**config.mk**
```make
export PLATFORM = sky130hd
export DESIGN_NAME = rom_read_arbiter_flat
export DESIGN_NICKNAME = d
export VERILOG_FILES = /design/src/rtl/rom_read_arbiter_if.sv /design/src/rtl/rom_read_arbiter.sv /design/src/flat_wrapper.sv
export SDC_FILE = /design/constraint.sdc
export NUM_CORES = 1
export LEC_CHECK = 0
export CAP_MARGIN = 20
export CORE_UTILIZATION = 30
export DETAILED_ROUTE_END_ITERATION = 7
export PLACE_DENSITY = 0.7
export SETUP_SLACK_MARGIN = 0.05
export SYNTH_ARGS = -nofsm -noshare
export SYNTH_HDL_FRONTEND = slang
export SYNTH_SLANG_ARGS = --single-unit
```
**constraint.sdc**
```tcl
create_clock -name clk -period 7.6 [get_ports clk]
set_input_delay 0.76 -clock clk [delete_from_list [all_inputs] [get_ports clk]]
set_output_delay 0.76 -clock clk [all_outputs]
set_load 0.01 [all_outputs]
```
**src/rtl/rom_read_arbiter_if.sv**
```systemverilog
// Requester-side bundle of the ROM read arbiter: burst requests in, one-hot responses out.
// The master modport is the requester side and the slave modport is the arbiter side.
interface rom_read_arbiter_if #(
    parameter int c_NUM_REQ    = 4,
    parameter int c_ADDR_WIDTH = 10,
    parameter int c_DATA_WIDTH = 32,
    parameter int c_LEN_WIDTH  = 4
);
    logic [c_NUM_REQ-1:0]              req_valid;
    logic [c_NUM_REQ*c_ADDR_WIDTH-1:0] req_addr;
    logic [c_NUM_REQ*c_LEN_WIDTH-1:0]  req_len;
    logic [c_NUM_REQ-1:0]              req_ready;
    logic [c_NUM_REQ-1:0]              rsp_valid;
    logic                              rsp_last;
    logic [c_DATA_WIDTH-1:0]           rsp_data;

    modport master (
        output req_valid, req_addr, req_len,
        input  req_ready, rsp_valid, rsp_last, rsp_data
    );

    modport slave (
        input  req_valid, req_addr, req_len,
        output req_ready, rsp_valid, rsp_last, rsp_data
    );
endinterface

```
**src/rtl/rom_read_arbiter.sv**
```systemverilog
// Round-robin arbiter that shares one ROM read port among several burst requesters.
// Issued addresses travel through a latency-matched pipeline that steers returning data.
module rom_read_arbiter #(
    parameter int c_NUM_REQ    = 4,
    parameter int c_ADDR_WIDTH = 10,
    parameter int c_DATA_WIDTH = 32,
    parameter int c_RD_LATENCY = 2,
    parameter int c_LEN_WIDTH  = 4
) (
    input  logic                    clk,
    input  logic                    rst,
    rom_read_arbiter_if.slave       bus,
    output logic [c_ADDR_WIDTH-1:0] rom_addr,
    output logic                    rom_clk_en,
    output logic                    rom_rd_oce,
    input  logic [c_DATA_WIDTH-1:0] rom_rd_data
);

    localparam int c_IDX_W = (c_NUM_REQ > 1) ? $clog2(c_NUM_REQ) : 1;

    typedef enum logic {
        ST_IDLE,
        ST_BURST
    } state_t;

    state_t                  state_q, state_d;
    logic [c_IDX_W-1:0]      ptr_q, ptr_d;
    logic [c_IDX_W-1:0]      owner_q, owner_d;
    logic [c_ADDR_WIDTH-1:0] addr_q, addr_d;
    logic [c_ADDR_WIDTH-1:0] hold_q, hold_d;
    logic [c_LEN_WIDTH-1:0]  remain_q, remain_d;

    logic [c_RD_LATENCY-1:0] pipeValid_q;
    logic [c_RD_LATENCY-1:0] pipeLast_q;
    logic [c_IDX_W-1:0]      pipeIdx_q [c_RD_LATENCY];

    logic                    grantFound;
    logic [c_IDX_W-1:0]      grantIdx;
    logic [c_IDX_W:0]        cand;
    logic [c_ADDR_WIDTH-1:0] grantAddr;
    logic [c_LEN_WIDTH-1:0]  grantLen;
    logic [c_NUM_REQ-1:0]    reqReady;
    logic [c_NUM_REQ-1:0]    rspValid;
    logic                    issue;
    logic                    isLast;

    // Upward search with wrap, starting at the priority pointer.
    always_comb begin
        grantFound = 1'b0;
        grantIdx   = '0;
        cand       = '0;
        for (int k = 0; k < c_NUM_REQ; k++) begin
            cand = {1'b0, ptr_q} + (c_IDX_W+1)'(k);
            if (cand >= (c_IDX_W+1)'(c_NUM_REQ)) begin
                cand = cand - (c_IDX_W+1)'(c_NUM_REQ);
            end
            if (!grantFound && bus.req_valid[cand[c_IDX_W-1:0]]) begin
                grantFound = 1'b1;
                grantIdx   = cand[c_IDX_W-1:0];
            end
        end
    end

    always_comb begin
        grantAddr = '0;
        grantLen  = '0;
        for (int i = 0; i < c_NUM_REQ; i++) begin
            if (grantIdx == c_IDX_W'(i)) begin
                grantAddr = bus.req_addr[i*c_ADDR_WIDTH +: c_ADDR_WIDTH];
                grantLen  = bus.req_len[i*c_LEN_WIDTH +: c_LEN_WIDTH];
            end
        end
    end

    always_comb begin
        state_d  = state_q;
        ptr_d    = ptr_q;
        owner_d  = owner_q;
        addr_d   = addr_q;
        hold_d   = hold_q;
        remain_d = remain_q;
        reqReady = '0;
        issue    = 1'b0;
        isLast   = 1'b0;
        case (state_q)
            ST_IDLE: begin
                if (grantFound) begin
                    for (int i = 0; i < c_NUM_REQ; i++) begin
                        reqReady[i] = (grantIdx == c_IDX_W'(i));
                    end
                    owner_d  = grantIdx;
                    addr_d   = grantAddr;
                    remain_d = grantLen;
                    ptr_d    = (grantIdx == c_IDX_W'(c_NUM_REQ-1)) ? '0 : grantIdx + 1'b1;
                    state_d  = ST_BURST;
                end
            end
            ST_BURST: begin
                issue    = 1'b1;
                isLast   = (remain_q == '0);
                hold_d   = addr_q;
                addr_d   = addr_q + 1'b1;
                remain_d = remain_q - 1'b1;
                if (isLast) begin
                    state_d = ST_IDLE;
                end
            end
            default: state_d = ST_IDLE;
        endcase
    end

    // Stage 0 captures the issue cycle; the last stage lines up with ROM data.
    always_ff @(posedge clk) begin
        if (rst) begin
            state_q     <= ST_IDLE;
            ptr_q       <= '0;
            owner_q     <= '0;
            addr_q      <= '0;
            hold_q      <= '0;
            remain_q    <= '0;
            pipeValid_q <= '0;
            pipeLast_q  <= '0;
            for (int i = 0; i < c_RD_LATENCY; i++) begin
                pipeIdx_q[i] <= '0;
            end
        end else begin
            state_q        <= state_d;
            ptr_q          <= ptr_d;
            owner_q        <= owner_d;
            addr_q         <= addr_d;
            hold_q         <= hold_d;
            remain_q       <= remain_d;
            pipeValid_q[0] <= issue;
            pipeLast_q[0]  <= isLast;
            pipeIdx_q[0]   <= owner_q;
            for (int i = 1; i < c_RD_LATENCY; i++) begin
                pipeValid_q[i] <= pipeValid_q[i-1];
                pipeLast_q[i]  <= pipeLast_q[i-1];
                pipeIdx_q[i]   <= pipeIdx_q[i-1];
            end
        end
    end

    always_comb begin
        rspValid = '0;
        for (int i = 0; i < c_NUM_REQ; i++) begin
            rspValid[i] = !rst && pipeValid_q[c_RD_LATENCY-1]
                          && (pipeIdx_q[c_RD_LATENCY-1] == c_IDX_W'(i));
        end
    end

    // Outputs are forced quiet while reset is held, independent of register contents.
    assign bus.req_ready = rst ? '0 : reqReady;
    assign bus.rsp_valid = rspValid;
    assign bus.rsp_last  = !rst && pipeValid_q[c_RD_LATENCY-1] && pipeLast_q[c_RD_LATENCY-1];
    assign bus.rsp_data  = rst ? '0 : rom_rd_data;
    assign rom_addr      = rst ? '0 : (issue ? addr_q : hold_q);
    assign rom_clk_en    = !rst && (issue || (|pipeValid_q));
    assign rom_rd_oce    = (c_RD_LATENCY == 2) ? rom_clk_en : 1'b0;

endmodule

```
**src/flat_wrapper.sv**
```systemverilog
// flat-port wrapper written by rule: the top's interface ports become plain ports
module rom_read_arbiter_flat 
#(
    parameter int c_NUM_REQ    = 4,
    parameter int c_ADDR_WIDTH = 10,
    parameter int c_DATA_WIDTH = 32,
    parameter int c_RD_LATENCY = 2,
    parameter int c_LEN_WIDTH  = 4
)
  (clk, rst, rom_addr, rom_clk_en, rom_rd_oce, rom_rd_data, bus_req_valid, bus_req_addr, bus_req_len, bus_req_ready, bus_rsp_valid, bus_rsp_last, bus_rsp_data);
  rom_read_arbiter_if #(.c_NUM_REQ(c_NUM_REQ), .c_ADDR_WIDTH(c_ADDR_WIDTH), .c_DATA_WIDTH(c_DATA_WIDTH), .c_LEN_WIDTH(c_LEN_WIDTH)) bus_i ();
  input  logic clk;
  input  logic rst;
  output logic [c_ADDR_WIDTH-1:0] rom_addr;
  output logic rom_clk_en;
  output logic rom_rd_oce;
  input  logic [c_DATA_WIDTH-1:0] rom_rd_data;
  input wire logic [$bits(bus_i.req_valid)-1:0] bus_req_valid;
  input wire logic [$bits(bus_i.req_addr)-1:0] bus_req_addr;
  input wire logic [$bits(bus_i.req_len)-1:0] bus_req_len;
  output wire logic [$bits(bus_i.req_ready)-1:0] bus_req_ready;
  output wire logic [$bits(bus_i.rsp_valid)-1:0] bus_rsp_valid;
  output wire logic [$bits(bus_i.rsp_last)-1:0] bus_rsp_last;
  output wire logic [$bits(bus_i.rsp_data)-1:0] bus_rsp_data;
  assign bus_i.req_valid = bus_req_valid;
  assign bus_i.req_addr = bus_req_addr;
  assign bus_i.req_len = bus_req_len;
  assign bus_req_ready = bus_i.req_ready;
  assign bus_rsp_valid = bus_i.rsp_valid;
  assign bus_rsp_last = bus_i.rsp_last;
  assign bus_rsp_data = bus_i.rsp_data;
  rom_read_arbiter #(.c_NUM_REQ(c_NUM_REQ), .c_ADDR_WIDTH(c_ADDR_WIDTH), .c_DATA_WIDTH(c_DATA_WIDTH), .c_RD_LATENCY(c_RD_LATENCY), .c_LEN_WIDTH(c_LEN_WIDTH)) u_core (.clk(clk), .rst(rst), .bus(bus_i), .rom_addr(rom_addr), .rom_clk_en(rom_clk_en), .rom_rd_oce(rom_rd_oce), .rom_rd_data(rom_rd_data));
endmodule
```
==> metrics.md <==
| Metric | Value |
|---|---|
| Fmax | `226.8 MHz` |
| Worst Setup Path Type | `primary input to primary output` |
| Worst Path Required | `6.84 ns` |
| Vias in the first global route | `2463` |
| Via count | `about 2600` |
| CTS resizes | `0` |
| Hold crit path type | `flip-flop to flip-flop` |
| Post-synthesis cell count | `just over 300` |
| Net Sw Frac | `0.3269` |
| NumNets Final | `between 500 and 600` |
| Reg-to-Reg End | `u_core.remain_q[1]` |
| GRT Util Overall | `0.1739` |
| Place WS | `3.132 ns` |
| Largest net degree at the start of global routing | `approximately 80` |
| Post-synth EDFFs | `0` |
| CP endpoint kind | `primary output` |
| Fin Setup TNS | `0 ns` |
| CTS clock-pin slew for the worst setup and hold paths | `roughly 0.080 ns` |
| Critical path origin | `bus_req_valid[1]` |
| LEAKAGE | `around 1.6 nW` |
| Iteration-0 DRC Markers | `between 100 and 150` |
| Worst-case vdd ir drop | `0.1144 mV` |
| Clock power share | `0.265` |
| Most common cell after layout, fill and taps aside | `clkdlybuf4s50_1` |
| Leading cell types in the layout, fill and taps excluded | `clkdlybuf4s50_1 (145), nor2b_1 (43), nor2_1 (38), dfxtp_1 (37), a21oi_1 (26)` |
| Rows | `32` |
| Max-cap viol count | `0` |
| TritonCTS clock tree | `built` |
| Placer's final routability congestion estimate | `0.8505` |
| R2R depth | `8` |
| P_int | `between 500 and 600 µW` |
| Tmin final | `roughly 4.4 ns` |
| Congestion Overflow GR | `0` |
| Hold wc startpoint | `u_core.pipeLast_q[0]` |
| Final hold vios | `0` |
| Drt drc | `0` |
| End point of the critical path | `bus_req_ready[2]` |
| R2r startpoint | `u_core.ptr_q[1]` |
| Synthesized flop and latch total | `37` |
| Routed wire per std cell | `about 14 µm` |
| Die Area | `between 8000 and 9000 µm²` |
| Run status | `completed` |
| Setup WS post-layout | `roughly 3.2 ns` |
| CP max FO | `29` |
| ANT nets after route | `0` |
| Final wirelength | `between 7 and 8 mm` |
| Clock Skews | `around 0.0076 ns` |
| Syn Area/Cell | `roughly 8 µm²` |
| Cell area power density | `around 190 nW/µm²` |
| I/O Buffers | `146` |
| RSZ-0062 raised after global routing | `no` |
| Mapped Nets | `411` |
| Crit start category | `primary input` |
| P_sw | `254.8 µW` |
| Final slew viol count | `0` |
| Post-CTS Hold Buffers | `0` |
| Post-synth ARST share | `0` |
| CTS buffer count | `5` |
| Post-CTS setup repair buffer count | `0` |
| Width of the die | `92.94 µm` |
| Ratio of cells with drive above 1 in the final layout | `0.04751` |
| Cell area after synthesis | `around 2500 µm²` |
| Initial Util | `0.3162` |
| First-pass GRT wire length | `approximately 12 mm` |
| # H-tree levels | `2` |
| Core area | `about 8000 µm²` |
| Part of the power in combinational logic | `0.403` |
| Clock sink count | `37` |
| Post-synth cell types | `51` |
| I/O pin count | `approximately 150` |
| Pre-antenna DRT Iters | `4` |
| Clk_lat worst skew | `0.29 ns` |
| Register area share after synthesis | `0.2985` |
| Initial antenna violation count | `0` |
| Worst Tran Pin Value | `between 0.9 and 1 ns` |
| Top_reg_cell synth | `dfxtp_1` |
| Seq pwr share | `0.332` |
| Die Span Y | `between 90 and 100 µm` |
| Synthesis-to-finish area growth | `65.05%` |
| Vias per cell | `between 4 and 5` |
| N_diodes | `0` |
| Worst slew margin | `0.3583` |
| Worst reg2reg setup slack | `between 4 and 5 ns` |
| Warnings, synthesis | `0` |
| Period utilization | `0.5802` |
| Post-DP HPWL | `around 5.8 mm` |
| Root Buffer Master | `clkbuf_8` |
| Clock Path Buffers | `2` |
| # setup viols final | `0` |
| WP data arrival | `between 3 and 4 ns` |
[synth_stat cells (2+ instances only)]
cell type | n | area share
o21a_1 | 2 | 0.0060
clkbuf_1 | 18 | 0.027
o21ai_0 | 5 | 0.010
nor2b_1 | 43 | 0.11
a22oi_1 | 2 | 0.0060
and3_1 | 6 | 0.015
nand4_1 | 2 | 0.0050
dfxtp_1 | 37 | 0.30
nor4_1 | 2 | 0.0050
nand2_1 | 9 | 0.014
nand3_1 | 3 | 0.0060
nor3b_1 | 2 | 0.0060
ha_1 | 6 | 0.030
inv_1 | 18 | 0.027
a21oi_1 | 26 | 0.052
nor2_1 | 38 | 0.057
a221oi_1 | 11 | 0.039
nand2b_1 | 3 | 0.0076
a221o_1 | 11 | 0.044
a211o_1 | 2 | 0.0071
o31a_1 | 2 | 0.0071
xor2_1 | 2 | 0.0071
nor3_1 | 12 | 0.024
mux2i_1 | 11 | 0.044
xnor2_1 | 6 | 0.021
buf_2 | 4 | 0.0081
a2111oi_2 | 4 | 0.024
[metrics by stage]
step	total power [mW]	hold slack, ns	area [µm²]	instances	util
2_1_floorplan	0.4538	0.4138	2481	311	-
3_3_place_gp	0.5693	0.4285	3958	536	0.5043
3_5_place_dp	0.5755	0.4319	3958	536	0.5043
4_1_cts	0.7824	0.4512	4095	544	0.5218
5_1_grt	0.8303	0.4705	4095	544	0.5218
6_report	0.7794	0.4419	4095	544	0.5218
[metal layers]
layer  global-route usage  wire length [µm]  vias to the layer above
met5                    0                 0                        -
met4              0.04744                56                        0
met3              0.02463               410                        5
met2               0.2641              3592                       95
met1               0.2536              3590                     1164
li1                     -                 -                     1357
[worst max-delay path: stages]
cell and delay (ns):
clkdlybuf4s50_1 0.49, nor4_2 0.84, nor4_1 0.24, inv_1 0.14
ha_1 0.16, buf_4 0.27, and3_1 0.20, clkdlybuf4s50_1 0.53
[flip-flops by register name, indices dropped and copies added (netlist names)]
signal and cells:
u_core.ptr_q 2, u_core.addr_q 10, u_core.remain_q 4, u_core.pipeValid_q 2, u_core.hold_q 10, u_core.pipeIdx_q 4, u_core.state_q 1, u_core.pipeLast_q 2
u_core.owner_q 2
[worst min path at each step]
stage | slack [ns] | end | cells past startpoint
4_1_cts | 0.45 | u_core.pipeLast_q[1] | 1
5_1_grt | 0.47 | u_core.pipeLast_q[1] | 1
3_5_place_dp | 0.43 | u_core.pipeLast_q[1] | 1
2_1_floorplan | 0.41 | u_core.pipeIdx_q[0][2] | 1
6_report | 0.44 | u_core.pipeLast_q[1] | 1
3_3_place_gp | 0.43 | u_core.pipeIdx_q[0][2] | 1
[power by group through the flow]
stage	clock, mW	combinational, mW	sequential (mW)
final	0.206	0.314	0.259
after global routing	0.221	0.345	0.264
after CTS	0.209	0.315	0.259
after detailed placement	0	0.312	0.263
after global placement	0	0.308	0.261
after floorplan	0	0.205	0.248
[cells by family (layout without fill, tap and decap cells)]
group | after synthesis | count (layout) | synth area share
AO/OA/AOI/OAI | 76 | 76 | 0.2360
XOR/XNOR | 8 | 8 | 0.02824
adder cells (fa/ha/maj) | 6 | 6 | 0.03026
buffers and inverters | 46 | 177 | 0.08421
flip-flops | 37 | 37 | 0.2985
multiplexers | 11 | 11 | 0.04438
AND/OR/NAND/NOR | 127 | 127 | 0.2784
[cell type report]
type / instances / area (µm²)
flip-flops and latches: 37 / 740.7
multi-input cells: 228 / 1531
inverters: 19 / 71.32
clock inverters: 3 / 68.82
fillers: 773 / 3752
repair buffers: 150 / 1486
well taps: 102 / 127.6
clock buffers: 5 / 68.82
No activity file was read; power rests on OpenSTA's default activity.
